## src/rtl/mac_ctrl_pkg.sv

```systemverilog
// Shared types for the MAC array west-edge sequencer: FSM states and the
// per-row 3-bit instruction encoding.
package mac_ctrl_pkg;

    typedef enum logic [2:0] {
        ST_IDLE,
        ST_CLR,
        ST_LOAD,
        ST_GAP,
        ST_EXEC,
        ST_DRAIN,
        ST_DONE
    } state_t;

    localparam int INST_BIT_MODE = 2;
    localparam int INST_BIT_EXEC = 1;
    localparam int INST_BIT_LOAD = 0;

    typedef logic [2:0] inst_t;

    localparam inst_t INST_IDLE = 3'b000;
    localparam inst_t INST_LOAD = inst_t'(1 << INST_BIT_LOAD);
    localparam inst_t INST_EXEC = inst_t'(1 << INST_BIT_EXEC);

endpackage

```

## src/rtl/mac_array_ctrl_if.sv

```systemverilog
// Run-request, memory read port and instruction bus of the MAC array sequencer.
// The sequencer takes the slave side; whoever issues runs and consumes reads takes the master side.
interface mac_array_ctrl_if #(
    parameter int row = 8,
    parameter int aw  = 11
);
    logic              start;
    logic              mode;
    logic [aw-1:0]     len;
    logic [aw-1:0]     w_base;
    logic [aw-1:0]     x_base;
    logic              busy;
    logic              done;
    logic              arr_rst;
    logic              rd_en;
    logic [aw-1:0]     rd_addr;
    logic [3*row-1:0]  inst_w;

    modport master (
        output start, mode, len, w_base, x_base,
        input  busy, done, arr_rst, rd_en, rd_addr, inst_w
    );

    modport slave (
        input  start, mode, len, w_base, x_base,
        output busy, done, arr_rst, rd_en, rd_addr, inst_w
    );
endinterface

```

## src/rtl/mac_array_ctrl_inst_skew.sv

```systemverilog
// Delay line that fans the lane-0 instruction out to every row, with lane r
// lagging lane 0 by r cycles so each row sees its instruction with its data.
module inst_skew
    import mac_ctrl_pkg::*;
#(
    parameter int row = 8
) (
    input  logic             clk,
    input  logic             reset,
    input  inst_t            lane0_i,
    output logic [3*row-1:0] inst_w_o
);

    assign inst_w_o[2:0] = lane0_i;

    if (row > 1) begin : g_chain
        inst_t chain_q [1:row-1];

        always_ff @(posedge clk) begin
            if (reset) begin
                for (int r = 1; r < row; r++) begin
                    chain_q[r] <= INST_IDLE;
                end
            end else begin
                chain_q[1] <= lane0_i;
                for (int r = 2; r < row; r++) begin
                    chain_q[r] <= chain_q[r-1];
                end
            end
        end

        for (genvar r = 1; r < row; r++) begin : g_lane
            assign inst_w_o[3*r +: 3] = chain_q[r];
        end
    end

endmodule

```

## src/rtl/mac_array_ctrl.sv

```systemverilog
// West-edge sequencer for the systolic MAC array: clear, kernel load, execute, drain.
// Define MAC_CTRL_PERF_CNT_EN to add the 32-bit cycle_cnt run-length counter.
//
//   state | meaning
//   IDLE  | waiting for start; config latched on start
//   CLR   | one-cycle array clear pulse
//   LOAD  | col kernel reads from w_base
//   GAP   | col cycles with no reads so the load instruction clears the array
//   EXEC  | len activation reads from x_base (skipped when len is 0)
//   DRAIN | row+col cycles for the pipeline to empty
//   DONE  | one-cycle done pulse
module mac_array_ctrl
    import mac_ctrl_pkg::*;
#(
    parameter int row = 8,
    parameter int col = 8,
    parameter int aw  = 11
) (
    input  logic clk,
    input  logic reset,
    mac_array_ctrl_if.slave bus
`ifdef MAC_CTRL_PERF_CNT_EN
    ,
    output logic [31:0] cycle_cnt
`endif
);

    localparam int CW = (aw > 16) ? aw : 16;

    state_t             state_q, state_d;
    logic [CW-1:0]      cnt_q, cnt_d;
    logic               mode_q, mode_d;
    logic [aw-1:0]      len_q, len_d;
    logic [aw-1:0]      w_base_q, w_base_d;
    logic [aw-1:0]      x_base_q, x_base_d;
    logic               busy_q, busy_d;
    logic               done_q, done_d;
    logic               arr_rst_q, arr_rst_d;
    logic               rd_en_q, rd_en_d;
    logic [aw-1:0]      rd_addr_q, rd_addr_d;
    inst_t              lane0_q, lane0_d;
    logic [3*row-1:0]   inst_w;

    always_ff @(posedge clk) begin
        if (reset) begin
            state_q   <= ST_IDLE;
            cnt_q     <= '0;
            mode_q    <= 1'b0;
            len_q     <= '0;
            w_base_q  <= '0;
            x_base_q  <= '0;
            busy_q    <= 1'b0;
            done_q    <= 1'b0;
            arr_rst_q <= 1'b0;
            rd_en_q   <= 1'b0;
            rd_addr_q <= '0;
            lane0_q   <= INST_IDLE;
        end else begin
            state_q   <= state_d;
            cnt_q     <= cnt_d;
            mode_q    <= mode_d;
            len_q     <= len_d;
            w_base_q  <= w_base_d;
            x_base_q  <= x_base_d;
            busy_q    <= busy_d;
            done_q    <= done_d;
            arr_rst_q <= arr_rst_d;
            rd_en_q   <= rd_en_d;
            rd_addr_q <= rd_addr_d;
            lane0_q   <= lane0_d;
        end
    end

    always_comb begin
        state_d  = state_q;
        cnt_d    = cnt_q;
        mode_d   = mode_q;
        len_d    = len_q;
        w_base_d = w_base_q;
        x_base_d = x_base_q;

        // cnt_q holds the cycles remaining in the current state minus one
        unique case (state_q)
            ST_IDLE: begin
                if (bus.start) begin
                    state_d  = ST_CLR;
                    mode_d   = bus.mode;
                    len_d    = bus.len;
                    w_base_d = bus.w_base;
                    x_base_d = bus.x_base;
                end
            end
            ST_CLR: begin
                state_d = ST_LOAD;
                cnt_d   = CW'(col - 1);
            end
            ST_LOAD: begin
                if (cnt_q == 0) begin
                    state_d = ST_GAP;
                    cnt_d   = CW'(col - 1);
                end else begin
                    cnt_d = cnt_q - CW'(1);
                end
            end
            ST_GAP: begin
                if (cnt_q == 0) begin
                    if (len_q == 0) begin
                        state_d = ST_DRAIN;
                        cnt_d   = CW'(row + col - 1);
                    end else begin
                        state_d = ST_EXEC;
                        cnt_d   = CW'(len_q) - CW'(1);
                    end
                end else begin
                    cnt_d = cnt_q - CW'(1);
                end
            end
            ST_EXEC: begin
                if (cnt_q == 0) begin
                    state_d = ST_DRAIN;
                    cnt_d   = CW'(row + col - 1);
                end else begin
                    cnt_d = cnt_q - CW'(1);
                end
            end
            ST_DRAIN: begin
                if (cnt_q == 0) begin
                    state_d = ST_DONE;
                end else begin
                    cnt_d = cnt_q - CW'(1);
                end
            end
            ST_DONE: state_d = ST_IDLE;
            default: state_d = ST_IDLE;
        endcase

        // Outputs are registered from the next state so they line up with it
        busy_d    = (state_d != ST_IDLE);
        done_d    = (state_d == ST_DONE);
        arr_rst_d = (state_d == ST_CLR);
        rd_en_d   = (state_d == ST_LOAD) || (state_d == ST_EXEC);

        rd_addr_d = rd_addr_q;
        if (state_d == ST_LOAD) begin
            rd_addr_d = (state_q == ST_LOAD) ? rd_addr_q + aw'(1) : w_base_q;
        end else if (state_d == ST_EXEC) begin
            rd_addr_d = (state_q == ST_EXEC) ? rd_addr_q + aw'(1) : x_base_q;
        end

        // Lane 0 trails the read by one cycle to meet the memory data
        lane0_d = INST_IDLE;
        if (state_q == ST_LOAD) begin
            lane0_d = INST_LOAD;
        end else if (state_q == ST_EXEC) begin
            lane0_d = INST_EXEC;
        end
        if (state_q != ST_IDLE) begin
            lane0_d[INST_BIT_MODE] = mode_q;
        end
    end

    inst_skew #(
        .row (row)
    ) u_inst_skew (
        .clk      (clk),
        .reset    (reset),
        .lane0_i  (lane0_q),
        .inst_w_o (inst_w)
    );

    assign bus.busy    = busy_q;
    assign bus.done    = done_q;
    assign bus.arr_rst = arr_rst_q;
    assign bus.rd_en   = rd_en_q;
    assign bus.rd_addr = rd_addr_q;
    assign bus.inst_w  = inst_w;

`ifdef MAC_CTRL_PERF_CNT_EN
    logic [31:0] cyc_q, cyc_d;

    always_comb begin
        cyc_d = cyc_q;
        if (state_q == ST_CLR) begin
            cyc_d = '0;
        end else if ((state_q != ST_IDLE) && (cyc_q != '1)) begin
            cyc_d = cyc_q + 32'd1;
        end
    end

    always_ff @(posedge clk) begin
        if (reset) begin
            cyc_q <= '0;
        end else begin
            cyc_q <= cyc_d;
        end
    end

    assign cycle_cnt = cyc_q;
`endif

endmodule

```

## src/flat_wrapper.sv

```systemverilog
// flat-port wrapper written by rule: the top's interface ports become plain ports
module mac_array_ctrl_flat import mac_ctrl_pkg::*;
#(
    parameter int row = 8,
    parameter int col = 8,
    parameter int aw  = 11
)
  (clk, reset, bus_start, bus_mode, bus_len, bus_w_base, bus_x_base, bus_busy, bus_done, bus_arr_rst, bus_rd_en, bus_rd_addr, bus_inst_w);
  mac_array_ctrl_if #(.row(row), .aw(aw)) bus_i ();
  input  logic clk;
  input  logic reset;
  input wire logic [$bits(bus_i.start)-1:0] bus_start;
  input wire logic [$bits(bus_i.mode)-1:0] bus_mode;
  input wire logic [$bits(bus_i.len)-1:0] bus_len;
  input wire logic [$bits(bus_i.w_base)-1:0] bus_w_base;
  input wire logic [$bits(bus_i.x_base)-1:0] bus_x_base;
  output wire logic [$bits(bus_i.busy)-1:0] bus_busy;
  output wire logic [$bits(bus_i.done)-1:0] bus_done;
  output wire logic [$bits(bus_i.arr_rst)-1:0] bus_arr_rst;
  output wire logic [$bits(bus_i.rd_en)-1:0] bus_rd_en;
  output wire logic [$bits(bus_i.rd_addr)-1:0] bus_rd_addr;
  output wire logic [$bits(bus_i.inst_w)-1:0] bus_inst_w;
  assign bus_i.start = bus_start;
  assign bus_i.mode = bus_mode;
  assign bus_i.len = bus_len;
  assign bus_i.w_base = bus_w_base;
  assign bus_i.x_base = bus_x_base;
  assign bus_busy = bus_i.busy;
  assign bus_done = bus_i.done;
  assign bus_arr_rst = bus_i.arr_rst;
  assign bus_rd_en = bus_i.rd_en;
  assign bus_rd_addr = bus_i.rd_addr;
  assign bus_inst_w = bus_i.inst_w;
  mac_array_ctrl #(.row(row), .col(col), .aw(aw)) u_core (.clk(clk), .reset(reset), .bus(bus_i));
endmodule
```

## config.mk

```make
export PLATFORM = sky130hd
export DESIGN_NAME = mac_array_ctrl_flat
export DESIGN_NICKNAME = d
export VERILOG_FILES = /design/src/rtl/mac_ctrl_pkg.sv /design/src/rtl/mac_array_ctrl_if.sv /design/src/rtl/mac_array_ctrl_inst_skew.sv /design/src/rtl/mac_array_ctrl.sv /design/src/flat_wrapper.sv
export SDC_FILE = /design/constraint.sdc
export NUM_CORES = 1
export LEC_CHECK = 0
export BUFFER_PORTS_ARGS = -buffer_cell sky130_fd_sc_hd__buf_2
export CAP_MARGIN = 5
export CORE_MARGIN = 2
export CORE_UTILIZATION = 44
export CTS_CLUSTER_SIZE = 20
export DETAILED_ROUTE_END_ITERATION = 16
export GPL_TIMING_DRIVEN = 0
export PLACE_DENSITY = 0.67
export REMOVE_ABC_BUFFERS = 1
export SYNTH_ARGS = -nofsm -noshare
export SYNTH_HDL_FRONTEND = slang
export SYNTH_SLANG_ARGS = --single-unit
export TNS_END_PERCENT = 10
```

## constraint.sdc

```tcl
create_clock -name clk -period 2.5 [get_ports clk]
set_input_delay 0.125 -clock clk [delete_from_list [all_inputs] [get_ports clk]]
set_output_delay 0.125 -clock clk [all_outputs]
set_load 0.005 [all_outputs]
```

### Word-level counts from Yosys, hierarchy flattened

Memories as Yosys holds them, arrays and structs flattened.
Cells that the tools add are included.

| storage, ports and cells | value |
|---|---|
| memory bits (read-only) | 0 |
| bits in registers | 71 |
| latch bits | 0 |
| logic and storage cells | 75 |
| memory bits (writable) | 21 |
| input port bits | 37 |
| output and inout bits | 39 |
| memories | 1 |

Memory list:

| name | depth | bits a word | rd ports | clocked after Yosys merged registers in | wr ports | line | source |
|---|---|---|---|---|---|---|---|
| u_core.u_inst_skew.g_chain.chain_q | 7 | 3 | 7 | 0 | 7 | mac_array_ctrl_inst_skew.sv:17 | `inst_t chain_q [1:row-1];` |

| operators by class | value |
|---|---|
| $lt $le $gt $ge | 0 |
| bitwise logic cells | 7 |
| multiplexer cells | 30 |
| reductions and logical operators | 11 |
| equal/unequal tests | 10 |
| add/sub/neg operators | 3 |
| shift operators | 0 |
| $mul | 0 |
| divide/modulo/power cells | 0 |

Operators with widths:

| kind | number |
|---|---|
| 16-bit 2-to-1 mux | 5 |
| 16-bit case mux with 5 select lines | 1 |
| 11-bit 2-to-1 mux | 4 |
| 3-bit 2-to-1 mux | 13 |
| 3-bit case mux with 6 select lines | 1 |
| 16-bit logical NOT | 1 |
| 16-bit by 1-bit subtractor with 16-bit output, second input constant | 1 |
| 3-bit == test, second input constant | 4 |
| 11-bit by 1-bit subtractor with 12-bit output, second input constant | 1 |
| 11-bit by 1-bit adder with 11-bit output, second input constant | 1 |
| 11-bit logical NOT | 1 |
| 3-bit by 2-bit == test with 1-bit output, second input constant | 3 |
| 1-bit OR | 7 |
| 3-bit by 1-bit == test with 1-bit output, second input constant | 2 |
| 3-bit nonzero test | 2 |
| 1-bit 2-to-1 mux | 5 |
| 5-bit nonzero test | 1 |
| 2-bit AND reduction | 2 |
| 3-bit logical NOT | 1 |
| 2-bit 2-to-1 mux | 1 |
| 2-bit inequality test, second input constant | 1 |
| 2-bit nonzero test | 1 |
| 2-bit OR reduction | 1 |
| 1-bit logical OR | 1 |

### Logic depth before layout (Yosys ltp)

Gate-level depths: netlist of the first run.

| depth | value |
|---|---|
| depth after elaboration | 7 |
| depth in mapped cells | 11 |
| depth with buffers taken out | 8 |

### Cells and area by module

Synthesis of the first run repeated with hierarchy kept, for this count alone.

| second synthesis, totals | value |
|---|---|
| cells, all modules | 549 |
| area, all modules | 4590.7 um^2 |

Modules (own cells, without submodules):

| module | seq. area each (um^2) | times used | cells an instance | area each (um^2) |
|---|---|---|---|---|
| mac_array_ctrl | 1421.4 | 1 | 502 | 3943.8 |
| inst_skew | 420.4 | 1 | 47 | 646.9 |

### Worst setup path after synthesis of the first run

No wires, ideal clock.

| path | value |
|---|---|
| path type | register to register |
| start | reg u_core.cnt_q[0] |
| end | reg u_core.cnt_q[5] |
| required time | 2.370 ns |
| arrival time | 2.216 ns |
| period minus slack after synthesis | 2.346 ns |
| path slack | 0.154 ns |
| library setup time | 0.130 ns |
| path buffers | 3 |
| cell stages (with the launch flop) | 12 |
| path through | dfxtp_1 -> inv_1 -> ha_1 -> clkbuf_1 -> nand2b_1 -> or4_4 -> buf_6 -> nor2_8 -> buf_12 -> o22ai_2 -> a22oi_1 -> o32ai_1 |

| on the way | value |
|---|---|
| cells in the longest elaborated chain, start to end | 3 |
| elaborated cells on any way between the ends | 9 |
| classes of those cells | add/sub (1); eq/ne (1); mux (5); reduce/logical (2) |

RTL lines:

| element | line | source |
|---|---|---|
| start: declaration | mac_array_ctrl.sv:31 | `logic [CW-1:0] cnt_q, cnt_d;` |
| start signal: assignment | mac_array_ctrl.sv:60 | `cnt_q <= cnt_d;` |
| 16-bit by 1-bit subtractor with 16-bit output or 16-bit logical NOT (tied branches) | n/a |  |
| 16-bit 2-to-1 mux, or another cell as far along | mac_array_ctrl.sv:127 | `if (cnt_q == 0) begin` |
| 16-bit case mux with 5 select lines or 2-bit AND reduction (tied branches) | n/a |  |

Several ways; a longest one is shown, not always the timed one. The select of a mux whose other input is x is not followed.
A chain may end at the register's enable or synchronous reset.

### Worst setup path after layout of the first run

| path | value |
|---|---|
| start | reg u_core.cnt_q[6] |
| end | reg u_core.rd_addr_q[7] (netlist: u_core.bus.rd_addr[7]) |

| on the way | value |
|---|---|
| cells in the longest elaborated chain, start to end | 5 |
| elaborated cells on any way between the ends | 10 |
| classes of those cells | eq/ne (2); mux (6); reduce/logical (2) |

RTL lines:

| element | line | source |
|---|---|---|
| 16-bit logical NOT * | n/a |  |
| 3-bit 2-to-1 mux (on tied branches) | n/a |  |
| 3-bit case mux with 6 select lines * | mac_array_ctrl.sv:83 | `unique case (state_q)` |
| 3-bit by 2-bit == test with 1-bit output or 3-bit == test (tied branches) | mac_array_ctrl.sv:144, mac_array_ctrl.sv:146 |  |
| 11-bit 2-to-1 mux or 2-bit nonzero test (tied branches) | n/a |  |
| end signal: assignment | mac_array_ctrl.sv:69 | `rd_addr_q <= rd_addr_d;` |
| end: declaration | mac_array_ctrl.sv:40 | `logic [aw-1:0] rd_addr_q, rd_addr_d;` |

Mark *: on every way between the ends. The rest lies on a longest branch, timed or not.

==> results of run 1 <==
## power breakdown
group	internal [W]	leakage, nW	switching [W]
Sequential	0.00162	0.750	0.000208
Clock	0.000398	0.103	0.000629
Combinational	0.000707	1.30	0.00106
## layout make-up
cell class | instances | share of cell area (%)
Clock buffer | 9 | 2.24
Sequential cell | 92 | 33.4
Inverter | 16 | 1.09
Tap cell | 133 | 3.01
Timing Repair Buffer | 111 | 13.2
Multi-Input combinational cell | 406 | 45.7
Clock inverter | 7 | 1.47
## metrics by stage
step | area (sq um) | hold slack [ns] | worst slack, ns
after CTS | 5400 | 0.000113 | 0.00365
after global placement | 4850 | 0.366 | -0.398
after floorplan | 4310 | 0.194 | 0.225
after global routing | 5530 | 0.0111 | -0.0550
final | 5530 | 0.00467 | 0.0270
after detailed placement | 4860 | 0.372 | -0.388
## state kept, by name, summed over array words and instances (netlist names)
signal and count:
u_core.bus.arr_rst 1, u_core.bus.busy 1, u_core.bus.done 1, u_core.bus.rd_addr 11
u_core.bus.rd_en 1, u_core.cnt_q 16, u_core.lane0_q 3, u_core.len_q 11
u_core.mode_q 1, u_core.state_q 3, u_core.u_inst_skew.g_chain.chain_q 21, u_core.w_base_q 11
u_core.x_base_q 11
## metal layers
metal,up-vias,routed length (um),track usage [%]
met1,2008,5530,29.1
met3,20,596,3.81
met2,140,5530,33.5
met5,-,0,0
met4,0,193,8.29
li1,2117,-,-
## worst register-to-register path, delay by kind of cell, from the launching register on
kind | cells | cell delay (ns)
DFF | 1 | 0.35
AOI/OAI and AO/OA | 3 | 0.66
and+or+nand+nor | 3 | 1.39
## cells in the final DEF, fill, tap and decap left out, types with 7 or more instances in the layout
cell            n
a211oi_1       11
a21oi_1        57
dlygate4sd3_1  29
nor2b_1        22
buf_2          74
xor2_1          8
nor3_1         15
clkbuf_8        9
inv_1          14
dfxtp_1        91
nor2_1         43
xnor2_1        14
nand3_1        16
o21ai_0        14
buf_4           7
nand2_1        89
## cell families (layout without fill, tap and decap cells)
logic type	count (synthesis)	after routing	share of synthesized area, %
AO/OA/AOI/OAI	142	143	21.3
XOR/XNOR	22	22	4.31
buffers and inverters	49	143	4.98
flip-flops	92	92	41.2
multiplexers	1	1	0.224
adder cells (fa/ha/maj)	4	4	1.12
AND/OR/NAND/NOR	236	236	27.0
## Yosys cell counts, types with 4 or more instances
| cell | instances | share of area [%] |
|---|---|---|
| dfxtp_1 | 92 | 41 |
| nand2_1 | 89 | 7.5 |
| a21oi_1 | 58 | 6.5 |
| nor2_1 | 45 | 3.8 |
| clkbuf_1 | 24 | 2.0 |
| nor2b_1 | 23 | 3.2 |
| nand3_1 | 19 | 2.1 |
| inv_1 | 15 | 1.3 |
| nor3_1 | 15 | 1.7 |
| o21ai_0 | 14 | 1.6 |
| xnor2_1 | 14 | 2.7 |
| a211oi_1 | 11 | 1.8 |
| xor2_1 | 8 | 1.6 |
| a22oi_1 | 6 | 1.0 |
| a31oi_1 | 6 | 0.84 |
| nand4_1 | 5 | 0.70 |
| o21ai_1 | 5 | 0.56 |
| o32ai_1 | 5 | 0.98 |
| ha_1 | 4 | 1.1 |
| nand2b_1 | 4 | 0.56 |
| or4_1 | 4 | 0.67 |
## worst max-delay path by stage
stage / endpoint / cells past startpoint / startpoint
3_3_place_gp: u_core.bus.rd_addr[7] / 8 / u_core.cnt_q[0]
4_1_cts: u_core.bus.rd_addr[7] / 8 / u_core.cnt_q[0]
2_1_floorplan: u_core.bus.rd_addr[10] / 8 / u_core.cnt_q[0]
6_report: u_core.bus.rd_addr[7] / 6 / u_core.cnt_q[6]
3_5_place_dp: u_core.bus.rd_addr[7] / 8 / u_core.cnt_q[0]
5_1_grt: u_core.cnt_q[5] / 6 / u_core.cnt_q[6]
## timing repair
item | in CTS | in global routing
hold buffers | 29 | 0
setup endpoints to repair | 60 | 23
buffers inserted | 2 | 4
endpoints found under the hold margin | 29 | 0
gates cloned | 0 | 1
pin swaps | 3 | 6
gates resized for setup | 9 | 14
==> results.ini, run 1 <==
[logic_synthesis]
async_flop_share_pct = 0
ys_ff_latch = 92
synth_cell_type_count = 71
yosysWarnings = 0
synth_edf_count = 0
syn_area_sq_um = 4470
synthFlopType = dfxtp_1
ys_seq_area_share_pct = 41.2
avgSynthCellArea_sq_um = 8.19
syn_inst = 546

[cells_and_area]
register_area_sq_um = 1840
area_growth_pct = 23.5
fin_nets = 677
multi_input_area_sq_um = 2520
num_antenna_cells = 0
drive_gt1_share_pct = 21.2
fillerInstances = 947
final_util_pct = 56.3
fin_cells = 774

[critical_path]
crit_path_start_kind = flop
required_ns = 2.79
worst-path-buf-inv = 0
crit_path_max_fanout = 12
reg2reg_to = u_core.bus.rd_addr[7]
cp_common_cell = or4_4
cp_top_family = simple AND/OR/NAND/NOR gates
critPathArrivalTime_ns = 2.76
slowest_delay_ns = 0.58
cp_slowest_cell = or4_4
rrSetupSlack_ns = 0.03
crit_chain = or4_4 -> or4_4 -> nor2_8 -> o22ai_1 -> a211o_1 -> a211oi_1
endpoint_kind = flop
rr_startpoint = u_core.cnt_q[6]
r2r_cells = 6
crit_type = flop to flop

[detailed_routing]
wl_per_cell_um = 15.3
drc_errors = 0
drt_iter0_drc = 275
first_pass_iters = 5
viasPerCell = 5.54
wl_mm = 11.9
vias = 4285
ant_nets = 0

[global_route]
grt_pass1_vias = 4032
antenna_found_initial = 0
grt_start_max_net_pins = 93
grt_usage_pct = 21.3
grt-ovfl-total = 0
grt_pass1_wl_mm = 19.4

[sta]
finalSetupViolCount = 0
rsz0062_at_grt = yes
final.setup_skew_ns = 0.0192
min_period_over_period_pct = 98.9
worstMarginPinSlew_ns = 0.986
max_freq_mhz = 404
hold_violations = 0
slew_headroom_pct = 34.3
finalMaxSlewViolations = 0
min_period_ns = 2.47
finalSetupTns_ns = 0

[floorplan]
core-area_sq_um = 9820
start_util_pct = 45.6
io_pins = 76
dieArea_sq_um = 11000
row_count = 36
die_height_um = 105
fp.dieW_um = 105

[placed_design]
dp.final_hpwl_mm = 7.76
place_inst = 721
io_buffers = 75
gp_congestion = 0.860

[min_path]
whs_endpoint = u_core.len_q[3]
min_delay_path_depth = 3
hold_class = input pin to flop
min_from = bus_len[3]

[status]
status = complete, no violations

[power_and_ir_drop]
powerDensity_nw_per_um2 = 836
fin_total_pwr_w = 0.00462
p_leak_nw = 2.15
peakVddDrop_uv = 425

[cts]
clk_latency_ns = 0.38
cts_max_path_buffers = 2
numCtsBuffers = 9
clk_pin_slew_ns = 0.11
cts_tree = yes
cts_sinks = 92
cts_max_level = 3
root_buffer = clkbuf_8

[flow_run]
cap_violations = 0

Note: power is estimated with default switching activity, not from simulation.
==> run 2: changes to the inputs <==
--- a/config.mk
+++ b/config.mk
@@ -5,15 +5,13 @@
 export SDC_FILE = /design/constraint.sdc
 export NUM_CORES = 1
 export LEC_CHECK = 0
-export BUFFER_PORTS_ARGS = -buffer_cell sky130_fd_sc_hd__buf_2
+export BUFFER_PORTS_ARGS = -buffer_cell sky130_fd_sc_hd__buf_4
 export CAP_MARGIN = 5
 export CORE_MARGIN = 2
 export CORE_UTILIZATION = 44
 export CTS_CLUSTER_SIZE = 20
 export DETAILED_ROUTE_END_ITERATION = 16
 export GPL_TIMING_DRIVEN = 0
-export PLACE_DENSITY = 0.67
-export REMOVE_ABC_BUFFERS = 1
 export SYNTH_ARGS = -nofsm -noshare
 export SYNTH_HDL_FRONTEND = slang
 export SYNTH_SLANG_ARGS = --single-unit
==> constraint.sdc (replaced) <==
create_clock -name clk -period 2.3 [get_ports clk]
set_input_delay 0.115 -clock clk [delete_from_list [all_inputs] [get_ports clk]]
set_output_delay 0.115 -clock clk [all_outputs]
set_load 0.005 [all_outputs]
==> run 2 against run 1 <==
  * The flow now finishes with violations (negative setup slack)
  * Via count rose by 6.3%
  * Critical path depth rose by 1
  * Fmax rose by 4.4%
  * Sequential power rose by 7%
  * Critical path type unchanged
  * Critical endpoint is now u_core.bus.rd_addr[5]
==> results.ini, run 2 (same netlist as run 1, synthesis figures left out) <==
[floorplan]
dieArea_sq_um = 11000
die_height_um = 105
start_util_pct = 45.6
fp.dieW_um = 105
row_count = 36
core-area_sq_um = 9820
io_pins = 76

[status]
status = finished with violations
violations = negative setup slack

[cells_and_area]
final_cell_mix = 92 x buf_4, 88 x nand2_1, 88 x dfxtp_1
regMostFlops = u_core.u_inst_skew.g_chain.chain_q
num_antenna_cells = 0
fin_nets = 720
stdcell_area_sq_um = 6110
reg.largest.list = u_core.u_inst_skew.g_chain.chain_q: 21 flops, u_core.cnt_q: 16 flops
final_common_cell = buf_4
largest_reg_flops = 21
drive_gt1_share_pct = 25.0
area_growth_pct = 36.6

[detailed_routing]
viasPerCell = 5.58
vias = 4556
drt_iter0_drc = 297
wl_per_cell_um = 16.9
ant_nets = 0
drc_errors = 0
wl_mm = 13.8
first_pass_iters = 5

[sta]
rsz0062_at_grt = yes
max_freq_mhz = 422
finalSetupViolCount = 17
finalMaxSlewViolations = 0
timing.final.ws_setup_ns = -0.0681
worstMarginPinSlew_ns = 0.785
hold_violations = 0
final.setup_skew_ns = 0.0125
min_period_over_period_pct = 103
min_period_ns = 2.37
finalSetupTns_ns = -0.628
slew_headroom_pct = 47.7

[cts]
cts_tree = yes
clk_latency_ns = 0.38
cts_max_path_buffers = 2
cts_sinks = 92
clk_pin_slew_ns = 0.10
root_buffer = clkbuf_8
cts_max_level = 3
numCtsBuffers = 9

[power_and_ir_drop]
powerDensity_nw_per_um2 = 936
p_clk_share_pct = 22.2
p_leak_nw = 2.35
peakVddDrop_uv = 399
pwr-share-seq_pct = 34.2
p_int_w = 0.00351
combPwrFrac_pct = 43.6
fin_total_pwr_w = 0.00572
switching_power_w = 0.00221
p_sw_share_pct = 38.6

[global_route]
grt_pass1_vias = 4301
grt-ovfl-total = 0
antenna_found_initial = 0
grt_usage_pct = 25.0
grt_start_max_net_pins = 18
grt_pass1_wl_mm = 21.8

[placed_design]
gp_congestion = 0.909
dp_worst_setup_slack_ns = -0.522
dp.final_hpwl_mm = 9.44
io_buffers = 74
placed_area_sq_um = 5200

[critical_path]
endpoint_kind = flop
critPathArrivalTime_ns = 2.69
crit_path_max_fanout = 6
crit_chain = or4_4 -> or4_4 -> o21ai_4 -> buf_4 -> nor2_1 -> nor2_1 -> o2111a_1
crit_path_start_kind = flop
rrSetupSlack_ns = -0.07
slowest_delay_ns = 0.57
cp_slowest_cell = or4_4
crit_type = flop to flop
required_ns = 2.62

[logic_synthesis]
synth_nets = 587

[flow_run]
cap_violations = 0

[min_path]
hold_class = input pin to flop

==> run 2: metrics by stage <==
stage / hold slack, ns / utilization (%) / instances
2_1_floorplan: 0.251 / - / 546
3_3_place_gp: 0.363 / 52.9 / 753
3_5_place_dp: 0.371 / 52.9 / 753
4_1_cts: 0.00451 / 61.3 / 815
5_1_grt: 0.0159 / 62.3 / 817
6_report: 0.00736 / 62.3 / 817
==> run 2: layout make-up <==
type                       instances  area [sq um]
tap                              133           166
sequential                        92          1850
multi-input combinational        406          2610
clock inverter                     7           105
buffer                            31           170
fill                             881          3710
clock buffer                       9           124
inverter                          16          60.1
timing repair buffer             123          1030
==> run 2: what timing repair did <==
item,in CTS,in global routing
hold buffers,30,0
resized for setup,34,27
setup buffers,15,3
cloned,2,0
endpoints found under the hold margin,30,0
pin swaps,11,21
setup endpoints to repair,59,59
==> run 2: worst paths after layout <==
kind / from / cells after the start / endpoint
max: u_core.cnt_q[6] / 7 / u_core.bus.rd_addr[5]
max reg2reg: u_core.cnt_q[6] / 7 / u_core.bus.rd_addr[5]
min: bus_len[8] / 3 / u_core.len_q[8]
min reg2reg: u_core.x_base_q[10] / 2 / u_core.x_base_q[10]
==> run 2: layer usage <==
layer / vias to the layer above / global-route usage (%) / wire [um]
met5: - / 0 / 0
met4: 0 / 10.7 / 341
met3: 29 / 4.74 / 770
met2: 172 / 39.6 / 6500
met1: 2147 / 33.3 / 6180
li1: 2208 / - / -
==> run 2: power groups by stage <==
stage / sequential (W) / clock, W / combinational [W]
2_1_floorplan: 0.00193 / 0 / 0.00141
3_3_place_gp: 0.00198 / 0 / 0.00193
3_5_place_dp: 0.00198 / 0 / 0.00195
4_1_cts: 0.00195 / 0.00129 / 0.00237
5_1_grt: 0.00198 / 0.00136 / 0.00268
6_report: 0.00196 / 0.00127 / 0.00250
==> run 2: critical path: cells and delay by family (launching register included) <==
family | cells | cell delay, ns
flops | 1 | 0.33
compound gates | 2 | 0.53
simple gates | 4 | 1.27
buf+inv | 1 | 0.18
